File: src/rtl/uart_cmd_pkg.sv
// Shared command map for the UART ASCII decoder: the 14 command byte codes
// and the bit positions of the 14-bit pulse vector
// {C,U,D,L,R,Sw0,Sw1,Sw2,Sw3,Clr,Watch,Sr04,Temp,Hum} (C is the MSB).
package uart_cmd_pkg;

    localparam int CMD_COUNT = 14;

    // ASCII command codes (case-sensitive)
    localparam logic [7:0] CMD_BTN_C   = 8'h63; // 'c'
    localparam logic [7:0] CMD_BTN_U   = 8'h75; // 'u'
    localparam logic [7:0] CMD_BTN_D   = 8'h64; // 'd'
    localparam logic [7:0] CMD_BTN_L   = 8'h6C; // 'l'
    localparam logic [7:0] CMD_BTN_R   = 8'h72; // 'r'
    localparam logic [7:0] CMD_TGL_SW0 = 8'h31; // '1'
    localparam logic [7:0] CMD_TGL_SW1 = 8'h33; // '3'
    localparam logic [7:0] CMD_TGL_SW2 = 8'h35; // '5'
    localparam logic [7:0] CMD_TGL_SW3 = 8'h36; // '6'
    localparam logic [7:0] CMD_CLR_TGL = 8'h78; // 'x'
    localparam logic [7:0] CMD_RPT_WCH = 8'h77; // 'w'
    localparam logic [7:0] CMD_RPT_SR4 = 8'h73; // 's'
    localparam logic [7:0] CMD_RPT_TMP = 8'h74; // 't'
    localparam logic [7:0] CMD_RPT_HUM = 8'h68; // 'h'

    // Bit positions inside the pulse vector
    localparam int BIT_BTN_C   = 13;
    localparam int BIT_BTN_U   = 12;
    localparam int BIT_BTN_D   = 11;
    localparam int BIT_BTN_L   = 10;
    localparam int BIT_BTN_R   = 9;
    localparam int BIT_TGL_SW0 = 8;
    localparam int BIT_TGL_SW1 = 7;
    localparam int BIT_TGL_SW2 = 6;
    localparam int BIT_TGL_SW3 = 5;
    localparam int BIT_CLR_TGL = 4;
    localparam int BIT_RPT_WCH = 3;
    localparam int BIT_RPT_SR4 = 2;
    localparam int BIT_RPT_TMP = 1;
    localparam int BIT_RPT_HUM = 0;

endpackage

File: src/rtl/uart_ascii_decoder.sv
// Decodes each received UART byte into a one-cycle command pulse and echoes
// every byte on the loopback channel. One register stage, no other state.
// Handshake: iRxValid is a pure strobe (no ready); every cycle it is high is
// one byte, and oLoopValid/pulses are strobes valid for exactly one cycle.
module uart_ascii_decoder
    import uart_cmd_pkg::*;
(
    input  logic       iClk,
    input  logic       iRst,
    input  logic [7:0] iRxData,
    input  logic       iRxValid,
    output logic       oBtnC,
    output logic       oBtnU,
    output logic       oBtnD,
    output logic       oBtnL,
    output logic       oBtnR,
    output logic       oTglSw0,
    output logic       oTglSw1,
    output logic       oTglSw2,
    output logic       oTglSw3,
    output logic       oClrSwTgl,
    output logic       oReqWatchRpt,
    output logic       oReqSr04Rpt,
    output logic       oReqTempRpt,
    output logic       oReqHumRpt,
    output logic [7:0] oLoopData,
    output logic       oLoopValid
);

    logic [CMD_COUNT-1:0] w_pulse;
    logic [CMD_COUNT-1:0] r_pulse;
    logic [7:0]           r_loop_data;
    logic                 r_loop_valid;

    // Combinational one-hot decode of the incoming byte, gated by the strobe
    always_comb begin
        w_pulse = '0;
        if (iRxValid) begin
            case (iRxData)
                CMD_BTN_C:   w_pulse[BIT_BTN_C]   = 1'b1;
                CMD_BTN_U:   w_pulse[BIT_BTN_U]   = 1'b1;
                CMD_BTN_D:   w_pulse[BIT_BTN_D]   = 1'b1;
                CMD_BTN_L:   w_pulse[BIT_BTN_L]   = 1'b1;
                CMD_BTN_R:   w_pulse[BIT_BTN_R]   = 1'b1;
                CMD_TGL_SW0: w_pulse[BIT_TGL_SW0] = 1'b1;
                CMD_TGL_SW1: w_pulse[BIT_TGL_SW1] = 1'b1;
                CMD_TGL_SW2: w_pulse[BIT_TGL_SW2] = 1'b1;
                CMD_TGL_SW3: w_pulse[BIT_TGL_SW3] = 1'b1;
                CMD_CLR_TGL: w_pulse[BIT_CLR_TGL] = 1'b1;
                CMD_RPT_WCH: w_pulse[BIT_RPT_WCH] = 1'b1;
                CMD_RPT_SR4: w_pulse[BIT_RPT_SR4] = 1'b1;
                CMD_RPT_TMP: w_pulse[BIT_RPT_TMP] = 1'b1;
                CMD_RPT_HUM: w_pulse[BIT_RPT_HUM] = 1'b1;
                default:     w_pulse = '0;
            endcase
        end
    end

    // Output register stage; echo data holds its last value between bytes
    always_ff @(posedge iClk or negedge iRst) begin
        if (!iRst) begin
            r_pulse      <= '0;
            r_loop_data  <= 8'h00;
            r_loop_valid <= 1'b0;
        end else begin
            r_pulse      <= w_pulse;
            r_loop_valid <= iRxValid;
            if (iRxValid) begin
                r_loop_data <= iRxData;
            end
        end
    end

    assign oBtnC        = r_pulse[BIT_BTN_C];
    assign oBtnU        = r_pulse[BIT_BTN_U];
    assign oBtnD        = r_pulse[BIT_BTN_D];
    assign oBtnL        = r_pulse[BIT_BTN_L];
    assign oBtnR        = r_pulse[BIT_BTN_R];
    assign oTglSw0      = r_pulse[BIT_TGL_SW0];
    assign oTglSw1      = r_pulse[BIT_TGL_SW1];
    assign oTglSw2      = r_pulse[BIT_TGL_SW2];
    assign oTglSw3      = r_pulse[BIT_TGL_SW3];
    assign oClrSwTgl    = r_pulse[BIT_CLR_TGL];
    assign oReqWatchRpt = r_pulse[BIT_RPT_WCH];
    assign oReqSr04Rpt  = r_pulse[BIT_RPT_SR4];
    assign oReqTempRpt  = r_pulse[BIT_RPT_TMP];
    assign oReqHumRpt   = r_pulse[BIT_RPT_HUM];
    assign oLoopData    = r_loop_data;
    assign oLoopValid   = r_loop_valid;

endmodule

File: config.mk
export PLATFORM = sky130hd
export DESIGN_NAME = uart_ascii_decoder
export DESIGN_NICKNAME = d
export VERILOG_FILES = /design/src/rtl/uart_cmd_pkg.sv /design/src/rtl/uart_ascii_decoder.sv
export SDC_FILE = /design/constraint.sdc
export NUM_CORES = 1
export LEC_CHECK = 0
export ABC_CLOCK_PERIOD_IN_PS = 800
export CORE_UTILIZATION = 41
export CTS_CLUSTER_SIZE = 30
export DETAILED_ROUTE_END_ITERATION = 10
export PLACE_DENSITY = 0.78
export SYNTH_ARGS = -nofsm -noshare
export SYNTH_HDL_FRONTEND = slang
export SYNTH_SLANG_ARGS = --single-unit
File: constraint.sdc
create_clock -name iClk -period 0.8 [get_ports iClk]
set_input_delay 0.16 -clock iClk [delete_from_list [all_inputs] [get_ports iClk]]
set_output_delay 0.16 -clock iClk [all_outputs]
set_load 0.005 [all_outputs]
# Word-level counts from Yosys, hierarchy flattened
# Cells that the tools add are included.
[classes] shifts=0 n_eq_ne=14 mux=15 bitwise_logic=0 reduce_logical=0 n_mul=0 order_cmp=0 n_addsub=0 n_div=0
[op_table] cell="8-bit by 7-bit equality test with 1-bit output (second input constant)" n=10
[op_table] cell="8-bit by 6-bit equality test with 1-bit output (second input constant)" n=4
[op_table] cell="1-bit 2-to-1 mux" n=14
[op_table] cell="14-bit 2-to-1 mux" n=1
[word_totals] mem_bits_rw=0 mem_count=0 romBits=0 input_bits=11 latchBits=0 reg_bits=23

# Logic depth before layout (Yosys ltp)
[logic_depth] word_depth=3 ltp_mapped=3

# Worst setup path before layout
# No wires, ideal clock.
[synth_timing] path_kind="input-to-reg" startpoint="in iRxData[3]" endpoint="reg r_pulse[8]" slack_ps=-5 required_ps=713 cell_stages=2 n_path_buf=0 t_arrival_ps=717 path_cell_list="or3b_4 nor3_1"
[synth_between] elab_chain_cells=3
[synth_lines] element="from (decl)" line="uart_ascii_decoder.sv:10" source="input logic [7:0] iRxData,"
[synth_lines] element="8-bit by 6-bit equality test with 1-bit output" line="uart_ascii_decoder.sv:39" source="case (iRxData)"
[synth_lines] element="1-bit 2-to-1 mux" line="uart_ascii_decoder.sv:39"
[synth_lines] element="14-bit 2-to-1 mux" line="uart_ascii_decoder.sv:38" source="if (iRxValid) begin"
[synth_lines] element="via w_pulse[8]" line="uart_ascii_decoder.sv:30" source="logic [CMD_COUNT-1:0] w_pulse;"
[synth_lines] element="to (signal assigned)" line="uart_ascii_decoder.sv:66" source="r_pulse <= w_pulse;"
[synth_lines] element="to (decl)" line="uart_ascii_decoder.sv:31" source="logic [CMD_COUNT-1:0] r_pulse;"
# The timed path passes the listed nets, and every way through them passes these cells.
# A chain may end at the register's enable or synchronous reset.

# Worst setup path after layout
[layout_timing] startpoint="reg r_loop_data[6], in the netlist oLoopData[6]" endpoint="out oLoopData[6]"
[layout_rtl] element="from (decl)" line="uart_ascii_decoder.sv:32" source="logic [7:0] r_loop_data;"
[layout_rtl] element="from (signal assigned)" line="uart_ascii_decoder.sv:69" source="r_loop_data <= iRxData;"
[layout_rtl] element="to (decl)" line="uart_ascii_decoder.sv:26" source="output logic [7:0] oLoopData,"
# No word-level cell between the ends.

==> impl_metrics.yaml <==
detailed_routing:
  viasPerCell: 5.16
  drt_iter0_drc: 6
  wl_um: 1820
  drt_first_pass_iters: 2
  drcViolationCount: 0
  dr_total_vias: 661
  ant_nets: 0
  wl_per_cell_um: 14.2
global_route:
  grt_pass1_wl_um: 2730
  grt_max_degree: 24
  antenna_found_initial: 0
  track_usage_pct: 17.9
  grt_pass1_vias: 627
  grt_overflow: 0
cts:
  cts_buffer_depth: 2
  clk_pin_slew_worst_paths_ps: 110
  cts_inserted_buffers: 3
  htreeDepth: 1
  clock-root-buffer: "clkbuf_4"
  cts.sinks: 23
  clock_latency_ps: 290
  cts_tree: "done"
hold_path:
  holdPathStages: 1
  min_path_type: "in -> reg"
floorplan:
  die_area_um2: 2200
  row_count: 15
  io_pins: 34
  fp.dieH_um: 46.9
  die-width_um: 46.9
  initial_core_util_pct: 45.9
  core-area_um2: 1800
logic_synthesis:
  synth.yosys.seq_area_share_pct: 69.6
  synth_area_leaders: "dfrtp_1, mux2_2, nor3_1"
  yosysUniqueCellTypes: 16
  synth_nets: 69
  synth_top_cell_area_share_pct: 69.6
  synth_warnings: 0
  ys_ff_latch: 23
  postSynthCellCount: 58
  syn_avg_cell_area_um2: 14.3
  synth_area_um2: 827
  synth_top_area_cell: "dfrtp_1"
critical_path:
  slowest_stage: "dfrtp_1"
  crit_path_end_kind: "primary output"
  cp.depth: 1
  crit_chain: "buf_2"
  critical_path_buf_inv_count: 1
  worstPathArrival_ps: 820
  slowest_delay_ps: 400
  crit_fanout: 2
  worst_setup_path_start_kind: "flip-flop"
  crit_type: "reg -> out"
  worstPathRequired_ps: 640
  reg2reg_depth: 1
  cp_top_family: "flip-flops"
sta:
  period_minus_slack_ps: 981
  fmax_ghz: 1.02
  relSlewSlack_pct: 82.6
  hold_ws_ps: 117
  worst_slew_pin_slew_ps: 260
  period_share_pct: 123
  rsz0062_at_grt: "true"
  drv_slew: 0
  finalHoldViolations: 0
  worst_slack_ps: -181
  setup_viol: 25
  finClkSkew_ps: 0
power:
  p_leak_uw: 0.000593
  peakVddDrop_mv: 0.945
  intPower_uw: 1550
  swShare_pct: 23.0
  power_frac_seq_pct: 60.8
  power_density_nw_per_um2: 1610
  clockPowerShare_pct: 24.8
  combPwrFrac_pct: 14.4
  p_sw_uw: 463
job:
  maxCapViolCount: 0
finish:
  final_cells: 128
  layout_common_cells: "dfrtp_1, buf_2, nor3_2"
  syn_to_final_growth_pct: 51.4
  drive_above_1_share_pct: 56.3
  final_area_um2: 1250
  nNetsFinal: 115
  n_antenna_cell: 0
run_status:
  outcome: "complete, but fails checks"
  violations: "setup timing"
placement:
  place_inst: 121
  dp_hpwl_um: 1290
  port_buffers: 33
  gp_congestion: 0.666
  place_area_um2: 1240
==> power groups by stage <==
stage                     Sequential, µW  Combinational [µW]  Clock [µW]
after CTS                           1230                 265         506
after global placement              1250                 299           0
after global routing                1230                 319         548
final                               1220                 291         499
after detailed placement            1250                 305           0
after floorplan                     1250                82.5           0
==> timing repair <==
action,4_1_cts,5_1_grt
pin swaps,3,1
endpoints found under the setup margin,45,31
gates resized for setup,111,12
buffers inserted,1,2
hold buffers,0,0
==> sequential cells by signal (all words and copies together), names as in the netlist <==
name	flops
r_pulse	14
oLoopValid	1
oLoopData	8
==> logic make-up (layout without fill, tap and decap cells) <==
family                 after synthesis  in the layout  share of synthesized area [%]
AO/OA/AOI/OAI                        1              1                          0.605
buffers and inverters                2             47                           1.06
flip-flops                          23             23                           69.6
multiplexers                         7              7                           9.53
AND/OR/NAND/NOR                     25             25                           19.2
==> Yosys cell counts <==
cell / count
buf_2: 1
nand2_1: 2
nand2b_1: 2
or3b_4: 1
nand3b_1: 1
mux2_2: 7
nor3_2: 1
nor4_1: 2
inv_1: 1
or2_1: 1
nand4b_1: 1
nand3_1: 1
nor3_1: 11
o21ai_0: 1
dfrtp_1: 23
nand4bb_1: 2
==> per-stage QoR <==
step | TNS, ps | setup slack, ps | power, µW | utilization, %
floorplan | -10.7 | -3.89 | 1340 | -
global placement | -14670 | -569 | 1550 | 68.9
detailed placement | -15640 | -651 | 1560 | 68.9
CTS | -3730 | -190 | 2000 | 65.6
global route | -4470 | -239 | 2100 | 69.5
finish | -3600 | -181 | 2010 | 69.5
==> cell type report <==
class	count	area, µm²
clock buffers	4	26.3
multi-input cells	33	325
fillers	150	549
flip-flops and latches	23	576
repair buffers	42	290
well taps	25	31.3
inverters	1	3.75
==> metal layers <==
layer / up-vias / GRT usage, % / wire length, µm
li1: 296 / - / -
met1: 339 / 20.4 / 695
met2: 24 / 34.7 / 1010
met3: 2 / 2.31 / 92
met4: 0 / 5.14 / 21
met5: - / 0 / 0
==> worst paths after layout <==
kind | from | to | slack (ps)
worst max-delay path | oLoopData[6]$_DFFE_PN0P_ | oLoopData[6] | -180
worst min-delay path | iRxValid | oLoopValid$_DFF_PN0_ | 120
worst max register to register | oLoopData[6]$_DFFE_PN0P_ | oLoopData[6]$_DFFE_PN0P_ | 30
worst min register to register | oLoopData[4]$_DFFE_PN0P_ | oLoopData[4]$_DFFE_PN0P_ | 520
max in group asynchronous | iRst | r_pulse[5]$_DFF_PN0_ | 470
min in group asynchronous | iRst | r_pulse[1]$_DFF_PN0_ | 200
Power figures use the tool's default switching activity.
